**src/rtl/outerprodrc_pkg.sv**
```systemverilog
// Shared definitions for the outer-product array sequencer:
// FSM state encoding and the full bitstream length helper.
package outerprodrc_pkg;

   typedef enum logic [1:0] {
      ST_IDLE = 2'd0,
      ST_CLR  = 2'd1,
      ST_RUN  = 2'd2,
      ST_DONE = 2'd3
   } state_e;

   // Full unary bitstream length for a sign-magnitude operand of width bw.
   function automatic int unsigned full_len(input int unsigned bw);
      return 32'd1 << (bw - 1);
   endfunction

endpackage

```
**src/rtl/outerprodrc_seq_if.sv**
```systemverilog
// Operand/result handshake and array drive bundle for outerprodrc_seq.
// The slave modport is the sequencer; master is the scheduler/consumer side.
interface outerprodrc_seq_if #(
   parameter int unsigned ROWNUM   = 4,
   parameter int unsigned COLNUM   = 4,
   parameter int unsigned BITWIDTH = 8,
   parameter int unsigned CNTW     = BITWIDTH
);
   logic                         iValid;
   logic                         oReady;
   logic [ROWNUM*BITWIDTH-1:0]   iData0;
   logic [COLNUM*BITWIDTH-1:0]   iData1;
   logic [CNTW-1:0]              iLen;
   logic                         iAbort;
   logic                         oArrEn;
   logic                         oArrClr;
   logic [ROWNUM*BITWIDTH-1:0]   oArrD0;
   logic [COLNUM*BITWIDTH-1:0]   oArrD1;
   logic                         oValid;
   logic                         iReady;
   logic                         oBusy;

   modport slave (
      input  iValid, iData0, iData1, iLen, iAbort, iReady,
      output oReady, oArrEn, oArrClr, oArrD0, oArrD1, oValid, oBusy
   );

   modport master (
      output iValid, iData0, iData1, iLen, iAbort, iReady,
      input  oReady, oArrEn, oArrClr, oArrD0, oArrD1, oValid, oBusy
   );
endinterface

```
**src/rtl/outerprodrc_runcnt.sv**
```systemverilog
// Loadable down-counter timing the array enable window.
// Priority: clear > load > decrement; terminal count flags the last enable cycle.
module outerprodrc_runcnt #(
   parameter int unsigned CNTW = 8
) (
   input  logic            i_clk,
   input  logic            i_rst_n,
   input  logic            i_clr,
   input  logic            i_load,
   input  logic [CNTW-1:0] i_ld_val,
   input  logic            i_en,
   output logic            o_tc
);
   logic [CNTW-1:0] r_cnt;

   always_ff @(posedge i_clk or negedge i_rst_n) begin
      if (!i_rst_n) begin
         r_cnt <= '0;
      end else if (i_clr) begin
         r_cnt <= '0;
      end else if (i_load) begin
         r_cnt <= i_ld_val;
      end else if (i_en && (r_cnt != '0)) begin
         r_cnt <= r_cnt - 1'b1;
      end
   end

   assign o_tc = (r_cnt == CNTW'(1));
endmodule

```
**src/rtl/outerprodrc_seq.sv**
```systemverilog
// Sequencer for the unary outer-product array: accepts an operand pair, clears
// the array, enables it for L cycles, then holds the result until consumed.
module outerprodrc_seq
   import outerprodrc_pkg::*;
#(
   parameter int unsigned ROWNUM   = 4,
   parameter int unsigned COLNUM   = 4,
   parameter int unsigned BITWIDTH = 8,
   parameter int unsigned CNTW     = BITWIDTH
) (
   input logic              iClk,
   input logic              iRstN,
   outerprodrc_seq_if.slave bus
);
   localparam logic [CNTW-1:0] FULL = CNTW'(full_len(BITWIDTH));

   state_e                     r_state;
   logic                       r_ready;
   logic                       r_en;
   logic                       r_clr;
   logic                       r_valid;
   logic                       r_busy;
   logic [ROWNUM*BITWIDTH-1:0] r_d0;
   logic [COLNUM*BITWIDTH-1:0] r_d1;
   logic [CNTW-1:0]            r_len;

   logic            w_abort;
   logic [CNTW-1:0] w_len_eff;
   logic            w_cnt_clr;
   logic            w_cnt_load;
   logic            w_cnt_en;
   logic            w_tc;

   assign w_abort   = bus.iAbort && (r_state != ST_IDLE);
   assign w_len_eff = ((bus.iLen == '0) || (bus.iLen > FULL)) ? FULL : bus.iLen;

   // Counter is loaded on the CLR->RUN edge so it counts exactly the enabled cycles.
   assign w_cnt_clr  = w_abort || (r_state == ST_IDLE) || (r_state == ST_DONE);
   assign w_cnt_load = (r_state == ST_CLR);
   assign w_cnt_en   = (r_state == ST_RUN);

   outerprodrc_runcnt #(.CNTW(CNTW)) u_runcnt (
      .i_clk    (iClk),
      .i_rst_n  (iRstN),
      .i_clr    (w_cnt_clr),
      .i_load   (w_cnt_load),
      .i_ld_val (r_len),
      .i_en     (w_cnt_en),
      .o_tc     (w_tc)
   );

   always_ff @(posedge iClk or negedge iRstN) begin
      if (!iRstN) begin
         r_state <= ST_IDLE;
         r_ready <= 1'b1;
         r_en    <= 1'b0;
         r_clr   <= 1'b0;
         r_valid <= 1'b0;
         r_busy  <= 1'b0;
         r_d0    <= '0;
         r_d1    <= '0;
         r_len   <= '0;
      end else begin
         r_clr <= 1'b0;
         unique case (r_state)
            ST_IDLE: begin
               if (bus.iValid && r_ready) begin
                  r_d0    <= bus.iData0;
                  r_d1    <= bus.iData1;
                  r_len   <= w_len_eff;
                  r_ready <= 1'b0;
                  r_busy  <= 1'b1;
                  r_clr   <= 1'b1;
                  r_state <= ST_CLR;
               end
            end
            ST_CLR: begin
               r_en    <= 1'b1;
               r_state <= ST_RUN;
            end
            ST_RUN: begin
               if (w_tc) begin
                  r_en    <= 1'b0;
                  r_valid <= 1'b1;
                  r_state <= ST_DONE;
               end
            end
            ST_DONE: begin
               if (bus.iReady) begin
                  r_valid <= 1'b0;
                  r_ready <= 1'b1;
                  r_busy  <= 1'b0;
                  r_state <= ST_IDLE;
               end
            end
            default: r_state <= ST_IDLE;
         endcase
         // Abort overrides every busy-state transition, including a DONE handshake.
         if (w_abort) begin
            r_en    <= 1'b0;
            r_valid <= 1'b0;
            r_clr   <= 1'b1;
            r_ready <= 1'b1;
            r_busy  <= 1'b0;
            r_state <= ST_IDLE;
         end
      end
   end

   assign bus.oReady  = r_ready;
   assign bus.oArrEn  = r_en;
   assign bus.oArrClr = r_clr;
   assign bus.oValid  = r_valid;
   assign bus.oBusy   = r_busy;
   assign bus.oArrD0  = r_d0;
   assign bus.oArrD1  = r_d1;
endmodule

```
**src/flat_wrapper.sv**
```systemverilog
// flat-port wrapper written by rule: the top's interface ports become plain ports
module outerprodrc_seq_flat import outerprodrc_pkg::*;
#(
   parameter int unsigned ROWNUM   = 4,
   parameter int unsigned COLNUM   = 4,
   parameter int unsigned BITWIDTH = 8,
   parameter int unsigned CNTW     = BITWIDTH
)
  (iClk, iRstN, bus_iValid, bus_iData0, bus_iData1, bus_iLen, bus_iAbort, bus_iReady, bus_oReady, bus_oArrEn, bus_oArrClr, bus_oArrD0, bus_oArrD1, bus_oValid, bus_oBusy);
  outerprodrc_seq_if #(.ROWNUM(ROWNUM), .COLNUM(COLNUM), .BITWIDTH(BITWIDTH), .CNTW(CNTW)) bus_i ();
  input logic iClk;
  input logic iRstN;
  input wire logic [$bits(bus_i.iValid)-1:0] bus_iValid;
  input wire logic [$bits(bus_i.iData0)-1:0] bus_iData0;
  input wire logic [$bits(bus_i.iData1)-1:0] bus_iData1;
  input wire logic [$bits(bus_i.iLen)-1:0] bus_iLen;
  input wire logic [$bits(bus_i.iAbort)-1:0] bus_iAbort;
  input wire logic [$bits(bus_i.iReady)-1:0] bus_iReady;
  output wire logic [$bits(bus_i.oReady)-1:0] bus_oReady;
  output wire logic [$bits(bus_i.oArrEn)-1:0] bus_oArrEn;
  output wire logic [$bits(bus_i.oArrClr)-1:0] bus_oArrClr;
  output wire logic [$bits(bus_i.oArrD0)-1:0] bus_oArrD0;
  output wire logic [$bits(bus_i.oArrD1)-1:0] bus_oArrD1;
  output wire logic [$bits(bus_i.oValid)-1:0] bus_oValid;
  output wire logic [$bits(bus_i.oBusy)-1:0] bus_oBusy;
  assign bus_i.iValid = bus_iValid;
  assign bus_i.iData0 = bus_iData0;
  assign bus_i.iData1 = bus_iData1;
  assign bus_i.iLen = bus_iLen;
  assign bus_i.iAbort = bus_iAbort;
  assign bus_i.iReady = bus_iReady;
  assign bus_oReady = bus_i.oReady;
  assign bus_oArrEn = bus_i.oArrEn;
  assign bus_oArrClr = bus_i.oArrClr;
  assign bus_oArrD0 = bus_i.oArrD0;
  assign bus_oArrD1 = bus_i.oArrD1;
  assign bus_oValid = bus_i.oValid;
  assign bus_oBusy = bus_i.oBusy;
  outerprodrc_seq #(.ROWNUM(ROWNUM), .COLNUM(COLNUM), .BITWIDTH(BITWIDTH), .CNTW(CNTW)) u_core (.iClk(iClk), .iRstN(iRstN), .bus(bus_i));
endmodule
```
**config.mk**
```make
export PLATFORM = sky130hd
export DESIGN_NAME = outerprodrc_seq_flat
export DESIGN_NICKNAME = d
export VERILOG_FILES = /design/src/rtl/outerprodrc_pkg.sv /design/src/rtl/outerprodrc_seq_if.sv /design/src/rtl/outerprodrc_runcnt.sv /design/src/rtl/outerprodrc_seq.sv /design/src/flat_wrapper.sv
export SDC_FILE = /design/constraint.sdc
export NUM_CORES = 1
export LEC_CHECK = 0
export BUFFER_PORTS_ARGS = -buffer_cell sky130_fd_sc_hd__buf_2
export CAP_MARGIN = 20
export CORE_MARGIN = 2
export CORE_UTILIZATION = 45
export DETAILED_ROUTE_END_ITERATION = 10
export PLACE_DENSITY_LB_ADDON = 0.3
export SLEW_MARGIN = 10
export SYNTH_ARGS = -nofsm -noshare
export SYNTH_HDL_FRONTEND = slang
export SYNTH_SLANG_ARGS = --single-unit
```
**constraint.sdc**
```tcl
create_clock -name iClk -period 3.15 [get_ports iClk]
set_input_delay 0.945 -clock iClk [delete_from_list [all_inputs] [get_ports iClk]]
set_output_delay 0.945 -clock iClk [all_outputs]
set_load 0.1 [all_outputs]
```
Yosys cells after proc, flatten, opt, wreduce, memory -nomap -nowiden
Index checks and enable logic that the tools add are counted.
Storage, ports and cells
  register bits after elaboration: 87
  input bits: 77
  output and inout bits: 69
  word-level logic and storage cells: 64
Cells by class
  add/sub/neg operators: 1
  order comparisons: 1
  equality and inequality tests: 7
  mux-type cells: 26
  reduce and logical (&&, ||, !) cells: 19
Operators with widths (count)
  $mux 8: 4
  $mux 1: 13
  $reduce_bool 3->1: 4
  $reduce_and 3->1: 3
  $eq 8x1->1 const B: 1
  $gt 8x8->1 const B: 1
  $logic_not 8->1: 1
  $mux 2: 4
  $pmux 1 s2: 4
  $pmux 2 s4: 1
  $reduce_bool 8->1: 1
  $sub 8x1->8 const B: 1
  $ne 3x2->1 const B: 2
  $eq 2x2->1 const B: 2
  $reduce_and 2->1: 2
  $logic_and 1x1->1: 3
  $logic_or 1x1->1: 3
  $ne 3x1->1 const B: 1
  $eq 2x1->1 const B: 1
  $logic_not 2->1: 1
  $reduce_bool 2->1: 1

Logic depth before layout (Yosys ltp)
Gate-level depths: netlist (run 1).
  word-level depth: 5
  gate-level depth with buffers: 6
  depth with buffers taken out: 6

Modules after synthesis
From an unflattened synthesis (run 1), not the netlist that was laid out.
Second synthesis, totals
  cells, all modules: 281
  area, all modules: 3737.3 um^2
Modules (own cells, without submodules)
  outerprodrc_seq: times used 1, cells an instance 218, area an instance 3171.8 um^2, sequential area each 1978.1 um^2
  outerprodrc_runcnt: times used 1, cells an instance 63, area an instance 565.5 um^2, sequential area each 200.2 um^2

Worst setup path after synthesis (run 1)
No wires, ideal clock.
  path kind: input-to-reg
  from: in bus_iValid
  to: reg u_core.r_d0[0] (netlist: u_core.bus.oArrD0[0])
  setup time: 0.126 ns
  arrival: 1.856 ns
  required time: 3.024 ns
  slack: 1.169 ns
  stages on the path: 3
  buffers on the path: 1
  path through: nand3_1 clkbuf_1 mux2_2
Between the ends
  cells in the longest elaborated chain, start to end: 2
RTL lines
  start, declared: RTL line flat_wrapper.sv:13  | input wire logic [$bits(bus_i.iValid)-1:0] bus_iValid;
  $logic_and 1x1->1: RTL line outerprodrc_seq.sv:67  | if (bus.iValid && r_ready) begin
  $reduce_and 2->1 (no source line)
  end signal, assigned: RTL line outerprodrc_seq.sv:68  | r_d0 <= bus.iData0;
  end, declared: RTL line outerprodrc_seq.sv:23  | logic [ROWNUM*BITWIDTH-1:0] r_d0;
Every way passes these cells.
A chain may end at the register's enable or synchronous reset.

Final worst setup path (run 1)
  from: reg u_core.r_ready (netlist: u_core.bus.oReady)
  to: out bus_oReady
RTL lines
  start, declared: RTL line outerprodrc_seq.sv:18  | logic r_ready;
  start signal, assigned: RTL line outerprodrc_seq.sv:55  | r_ready <= 1'b1;
  start signal, assigned: RTL line outerprodrc_seq.sv:71  | r_ready <= 1'b0;
  start signal, assigned: RTL line outerprodrc_seq.sv:91  | r_ready <= 1'b1;
  end, declared: RTL line flat_wrapper.sv:19  | output wire logic [$bits(bus_i.oReady)-1:0] bus_oReady;
No word-level cell between the ends.

==> impl_metrics.py, run 1 <==
metrics = {
    "logic_synthesis": {
        "synth_area_leaders": "dfrtp_1 59%, mux2_2 20%, ha_1 2.4%, nand2_1 1.6%, nand2b_1 1.5%",
        "synth_nets": 360,
        "synth-main-ff-cell": "dfrtp_1",
        "synth_cells": 276,
        "netlist_area_mm2": 0.00367,
        "synthSimpleGateAreaFrac_pct": 9.18,
        "synth_top_area_share_pct": 58.7,
        "synth-xor-area-share_pct": 0.478,
        "synth_adder_area_share_pct": 2.39,
        "synth-seq-area-share_pct": 59.4,
        "synth_edf_count": 0,
        "synthMuxAreaShare_pct": 20.5,
        "ys_seq_elements": 87,
        "synth.avg_cell_area_um2": 13.3,
        "synth_largest_area_cell": "dfrtp_1",
        "synth_cell_types": 39,
        "synth_top_family_by_area": "multiplexers",
        "async_flop_share_pct": 100,
        "synth_compound_area_share_pct": 6.21,
        "yosysWarnings": 0,
    },
    "setup_path": {
        "worstSetupPathType": "flop to output pin",
        "crit_buf_inv": 1,
        "r2r-start": "u_core.r_state[0]",
        "rr_endpoint": "u_core.u_runcnt.r_cnt[3]",
        "crit_path_top_delay_cell": "dfstp_2",
        "reg2reg_depth": 5,
        "cp_cell_sequence": "buf_2",
        "crit_fanout": 4,
        "cpPeakStageDelay_ps": 580,
        "rrSetupSlack_ps": 1060,
        "critPathTopFamily": "flip-flops",
        "crit_required_ps": 2200,
        "start_kind": "flop",
        "cp-end-kind": "output pin",
        "arrival_ps": 1370,
    },
    "layout": {
        "fillCellCount": 671,
        "fin_nets": 509,
        "areaGrowthSynthToFinish_pct": 30.6,
        "n_antenna_cell": 0,
        "fin_util_pct": 61.3,
        "drive_gt1_share_pct": 55.1,
        "final_cell_mix": "144 x buf_2, 86 x dfrtp_1, 64 x mux2_2, 16 x nand2_1, 12 x nor2_1",
        "final_cell_area_mm2": 0.00479,
        "layout_commonest_cell": "buf_2",
    },
    "clock_tree": {
        "numClockSinks": 87,
        "cts_resized": 0,
        "cts_setup_buffers": 0,
        "cts_root_buf": "clkbuf_8",
        "postCtsHoldBufs": 0,
        "cts_buffer_depth": 2,
        "numCtsBuffers": 9,
        "clk_pin_slew_ps": 80,
        "worstSkewPairLatency_ps": 350,
        "cts_max_level": 3,
        "cts_tree": "yes",
    },
    "floorplan": {
        "start_util_pct": 47.0,
        "dieArea_mm2": 0.00888,
        "io_pins": 146,
        "die_w_um": 94.3,
        "core_mm2": 0.00781,
        "rows": 32,
        "die_h_um": 94.3,
    },
    "job": {
        "max_cap_viol_count": 0,
    },
    "route": {
        "avgViaCountPerCell": 5.01,
        "antenna_left": 0,
        "dr_total_vias": 2667,
        "drt_iter0_markers": 98,
        "firstDrtPassIters": 4,
        "wl_per_cell_um": 14.6,
        "drc": 0,
        "drt-total-wl_um": 7790,
    },
    "timing": {
        "finalCriticalPeriod_ps": 2320,
        "fmax_ghz": 0.432,
        "setup_tns_ps": 0,
        "rsz0062_at_grt": "false",
        "hold_viol": 0,
        "finalMaxSlewViolations": 0,
        "relSlewSlack_pct": 56.3,
        "clock_skew_ps": 12.9,
        "finalCritPeriodShare_pct": 73.5,
        "worstMarginPinSlew_ps": 650,
        "final-setup-viol-count": 0,
    },
    "hold_path": {
        "hold_end": "u_core.r_len[0]",
        "hold_path_class": "flop to flop",
        "holdPathStages": 2,
        "worst_hold_startpoint": "u_core.r_len[0]",
    },
    "global_route": {
        "grt_pass1_wl_um": 12500,
        "grt_use_total_pct": 18.1,
        "grt_pass1_vias": 2702,
        "grt_max_degree": 46,
        "antenna_found_initial": 0,
        "overflow": 0,
    },
    "place": {
        "place_area_mm2": 0.00454,
        "port_buffers": 145,
        "place_congestion": 0.818,
        "dp_hpwl_um": 5840,
    },
    "status": {
        "status": "completed",
    },
}
worst max-delay path by stage:
stage                           start                     to  slack, ps  depth (start not counted)
floorplan                  bus_iValid   u_core.bus.oArrD0[0]       1170                          3
global placement           bus_iValid   u_core.bus.oArrD1[5]        950                          4
detailed placement         bus_iValid  u_core.bus.oArrD0[13]        930                          4
CTS                 u_core.bus.oReady             bus_oReady        810                          1
global route        u_core.bus.oReady             bus_oReady        800                          1
finish              u_core.bus.oReady             bus_oReady        830                          1
layout make-up:
cell class,instances,area (um^2),area share [%]
Inverter,8,30.0,0.627
Clock buffer,11,141,2.95
Timing Repair Buffer,148,776,16.2
Sequential cell,87,2180,45.5
Clock inverter,5,104,2.17
Tap cell,102,128,2.66
Multi-Input combinational cell,171,1430,29.9
stage by stage:
stage                     hold slack (ps)  worst slack (ps)  cells
final                                 487               834    532
after global routing                  520               798    532
after CTS                             490               813    532
after detailed placement              471               926    516
after global placement                470               946    516
after floorplan                       450              1170    276
kinds of logic after synthesis:
logic type / count (synthesis)
compound gates: 33
mux: 67
xor+xnor: 2
buf+inv: 18
fa+ha+maj: 7
flops: 87
simple gates: 62
state kept, by name (all words and copies together), names as in the netlist:
signal / count
u_core.bus.oArrD0: 32
u_core.bus.oArrClr: 1
u_core.bus.oArrEn: 1
u_core.u_runcnt.r_cnt: 8
u_core.r_state: 2
u_core.r_len: 8
u_core.bus.oValid: 1
u_core.bus.oArrD1: 32
u_core.bus.oBusy: 1
u_core.bus.oReady: 1
per-layer routing:
metal | GRT usage, % | part of all wire (%) | up-vias | wire [um]
met5 | 0 | 0 | - | 0
met4 | 7.85 | 2.1 | 0 | 163
met3 | 5.78 | 6.8 | 15 | 526
met2 | 30.1 | 52 | 80 | 4080
met1 | 21.7 | 39 | 1298 | 3020
li1 | - | - | 1274 | -
Yosys cell counts (all sizes together), types with 2 or more instances:
library cell,n
a211oi,5
a21oi,5
a31oi,2
clkbuf,10
dfrtp,86
ha,7
inv,8
mux2,64
mux2i,3
nand2,16
nand2b,9
nand3,4
nor2,12
nor3,6
nor4,3
o211ai,3
o21ai,10
or3,2
or4,3
xnor2,2
worst reg2reg max path: cells and delay by family, from the launching register on:
kind | cells | cell delay (ps)
simple gates | 2 | 920
flops | 1 | 430
fa+ha+maj | 1 | 260
compound gates | 1 | 260
buf+inv | 1 | 120
Power of run 1 is left out: the tool's default activity adds up to more than one toggle a clock period on the data nets, which glitch-free logic cannot reach.
==> run 2: changes to the inputs <==
--- a/config.mk
+++ b/config.mk
@@ -5,10 +5,11 @@
 export SDC_FILE = /design/constraint.sdc
 export NUM_CORES = 1
 export LEC_CHECK = 0
+export ABC_AREA = 1
 export BUFFER_PORTS_ARGS = -buffer_cell sky130_fd_sc_hd__buf_2
 export CAP_MARGIN = 20
 export CORE_MARGIN = 2
-export CORE_UTILIZATION = 45
+export CORE_UTILIZATION = 44
 export DETAILED_ROUTE_END_ITERATION = 10
 export PLACE_DENSITY_LB_ADDON = 0.3
 export SLEW_MARGIN = 10
==> constraint.sdc (replaced) <==
create_clock -name iClk -period 1.9 [get_ports iClk]
set_input_delay 0.57 -clock iClk [delete_from_list [all_inputs] [get_ports iClk]]
set_output_delay 0.57 -clock iClk [all_outputs]
set_load 0.1 [all_outputs]
==> run 2 against run 1 <==
Register-to-register slack worse by 840 ps; die area up 5.0%; utilization down 2.9 points; area after synthesis up 2.9%; highest routed layer unchanged; clock skew about the same; sequential share of layout area down 0.35 points.
==> impl_metrics.py, run 2 <==
metrics = {
    "status": {
        "status": "completed",
    },
    "layout": {
        "areaGrowthSynthToFinish_pct": 27.9,
        "layout_commonest_cell": "nand2_1",
        "regArea_mm2": 0.00218,
        "multi_input_area_mm2": 0.00140,
        "n_antenna_cell": 0,
        "fin_nets": 689,
        "fillCellCount": 774,
        "final_cell_area_mm2": 0.00483,
        "drive_gt1_share_pct": 29.5,
        "final_cell_mix": "256 x nand2_1, 143 x buf_2, 86 x dfrtp_1, 25 x inv_1, 17 x o21ai_0",
    },
    "logic_synthesis": {
        "synth-seq-area-share_pct": 57.7,
        "async_flop_share_pct": 100,
        "synth-main-ff-cell": "dfrtp_1",
        "synth_largest_area_cell": "dfrtp_1",
        "synth_nets": 541,
        "synth_edf_count": 0,
        "yosysWarnings": 0,
        "netlist_area_mm2": 0.00377,
        "synth.avg_cell_area_um2": 8.26,
        "synth_top_area_share_pct": 57.0,
        "synth_most_common_cell": "nand2_1",
        "synth_cells": 457,
        "ys_seq_elements": 87,
        "synth_cell_types": 27,
        "synthTopCellsByCount": "256 x nand2_1, 86 x dfrtp_1, 25 x inv_1",
        "synth_area_leaders": "dfrtp_1 57%, nand2_1 25%, inv_1 2.5%, ha_1 2.3%, o21ai_0 2.3%",
    },
    "floorplan": {
        "die_w_um": 96.6,
        "start_util_pct": 45.7,
        "dieArea_mm2": 0.00933,
        "die_h_um": 96.6,
        "io_pins": 146,
        "core_mm2": 0.00826,
        "rows": 33,
    },
    "setup_path": {
        "cp_cell_sequence": "buf_4",
        "crit_required_ps": 1330,
        "reg2reg_depth": 7,
        "rrSetupSlack_ps": 220,
        "crit_fanout": 4,
        "cp-end-kind": "output pin",
        "crit_path_start": "u_core.bus.oReady",
        "critPathTopFamily": "flip-flops",
        "crit_buf_inv": 1,
        "worstSetupPathType": "flop to output pin",
        "crit_path_top_delay_cell": "dfstp_2",
        "r2r-start": "u_core.r_state[0]",
        "cpPeakStageDelay_ps": 580,
        "rr_endpoint": "u_core.r_state[1]",
        "arrival_ps": 1220,
        "start_kind": "flop",
    },
    "route": {
        "dr_total_vias": 3367,
        "firstDrtPassIters": 4,
        "drt-total-wl_um": 9050,
        "drc": 0,
        "drt_iter0_markers": 137,
        "antenna_left": 0,
        "avgViaCountPerCell": 4.71,
        "wl_per_cell_um": 12.7,
    },
    "job": {
        "max_cap_viol_count": 0,
    },
    "clock_tree": {
        "numCtsBuffers": 9,
        "clk_pin_slew_ps": 100,
        "cts_setup_buffers": 0,
        "cts_root_buf": "clkbuf_8",
        "cts_max_level": 3,
        "numClockSinks": 87,
        "worstSkewPairLatency_ps": 350,
        "cts_buffer_depth": 2,
        "cts_tree": "yes",
    },
    "timing": {
        "clock_skew_ps": 12.5,
        "finalCriticalPeriod_ps": 1790,
        "relSlewSlack_pct": 66.2,
        "holdWs_ps": 111,
        "hold_viol": 0,
        "worstMarginPinSlew_ps": 511,
        "final-setup-viol-count": 0,
        "rsz0062_at_grt": "false",
        "finalCritPeriodShare_pct": 94.2,
        "setup_tns_ps": 0,
        "fmax_ghz": 0.559,
        "finalMaxSlewViolations": 0,
    },
    "global_route": {
        "grt_pass1_wl_um": 15600,
        "grt_use_total_pct": 20.1,
        "grt_pass1_vias": 3425,
        "grt_max_degree": 41,
        "overflow": 0,
        "antenna_found_initial": 0,
    },
    "place": {
        "place_area_mm2": 0.00463,
        "place_congestion": 0.904,
        "dp_hpwl_um": 6660,
        "port_buffers": 145,
    },
    "hold_path": {
        "hold_path_class": "primary input to async pin",
    },
}
-- run 2: cell type report --
| cell class | count | area share (%) |
|---|---|---|
| Timing Repair Buffer | 153 | 16.9 |
| Multi-Input combinational cell | 327 | 29.1 |
| Tap cell | 105 | 2.72 |
| Clock inverter | 6 | 1.43 |
| Clock buffer | 10 | 2.64 |
| Inverter | 27 | 2.10 |
| Sequential cell | 87 | 45.1 |
-- run 2: stage by stage --
step,setup WS (ps),utilization (%),std cells
after floorplan,252,-,457
after global routing,53.7,58.5,715
after detailed placement,270,56.0,699
after CTS,92.0,58.5,715
after global placement,346,56.0,699
final,111,58.5,715
-- run 2: metal layers --
layer,wire [um],global-route usage [%],vias to the layer above
met5,0,0,-
li1,-,-,1685
met3,467,5.20,21
met2,4440,33.5,96
met1,3910,24.7,1565
met4,225,8.56,0
-- run 2: cell families (layout without fill, tap and decap cells) --
| family | count (synthesis) | count (layout) | share of synthesized area (%) |
|---|---|---|---|
| flip-flops | 87 | 87 | 57.7 |
| XOR/XNOR | 1 | 1 | 0.232 |
| adder cells (fa/ha/maj) | 7 | 7 | 2.32 |
| AND/OR/NAND/NOR | 290 | 290 | 30.3 |
| AO/OA/AOI/OAI | 29 | 29 | 4.31 |
| buffers and inverters | 43 | 196 | 5.07 |
-- run 2: how the worst max path moves through the flow --
stage,end,slack (ps),depth (start not counted)
3_3_place_gp,u_core.r_state[1],350,8
3_5_place_dp,u_core.r_state[1],270,7
4_1_cts,bus_oReady,90,1
6_report,bus_oReady,110,1
2_1_floorplan,u_core.bus.oArrD0[12],250,5
5_1_grt,u_core.r_state[1],50,7
-- run 2: timing repair --
| action | in CTS | in global routing |
|---|---|---|
| gates resized for setup | 1 | 0 |
| hold buffers | 0 | 0 |
| setup endpoints to repair | 1 | 0 |
Power of run 2 is left out for the same reason.
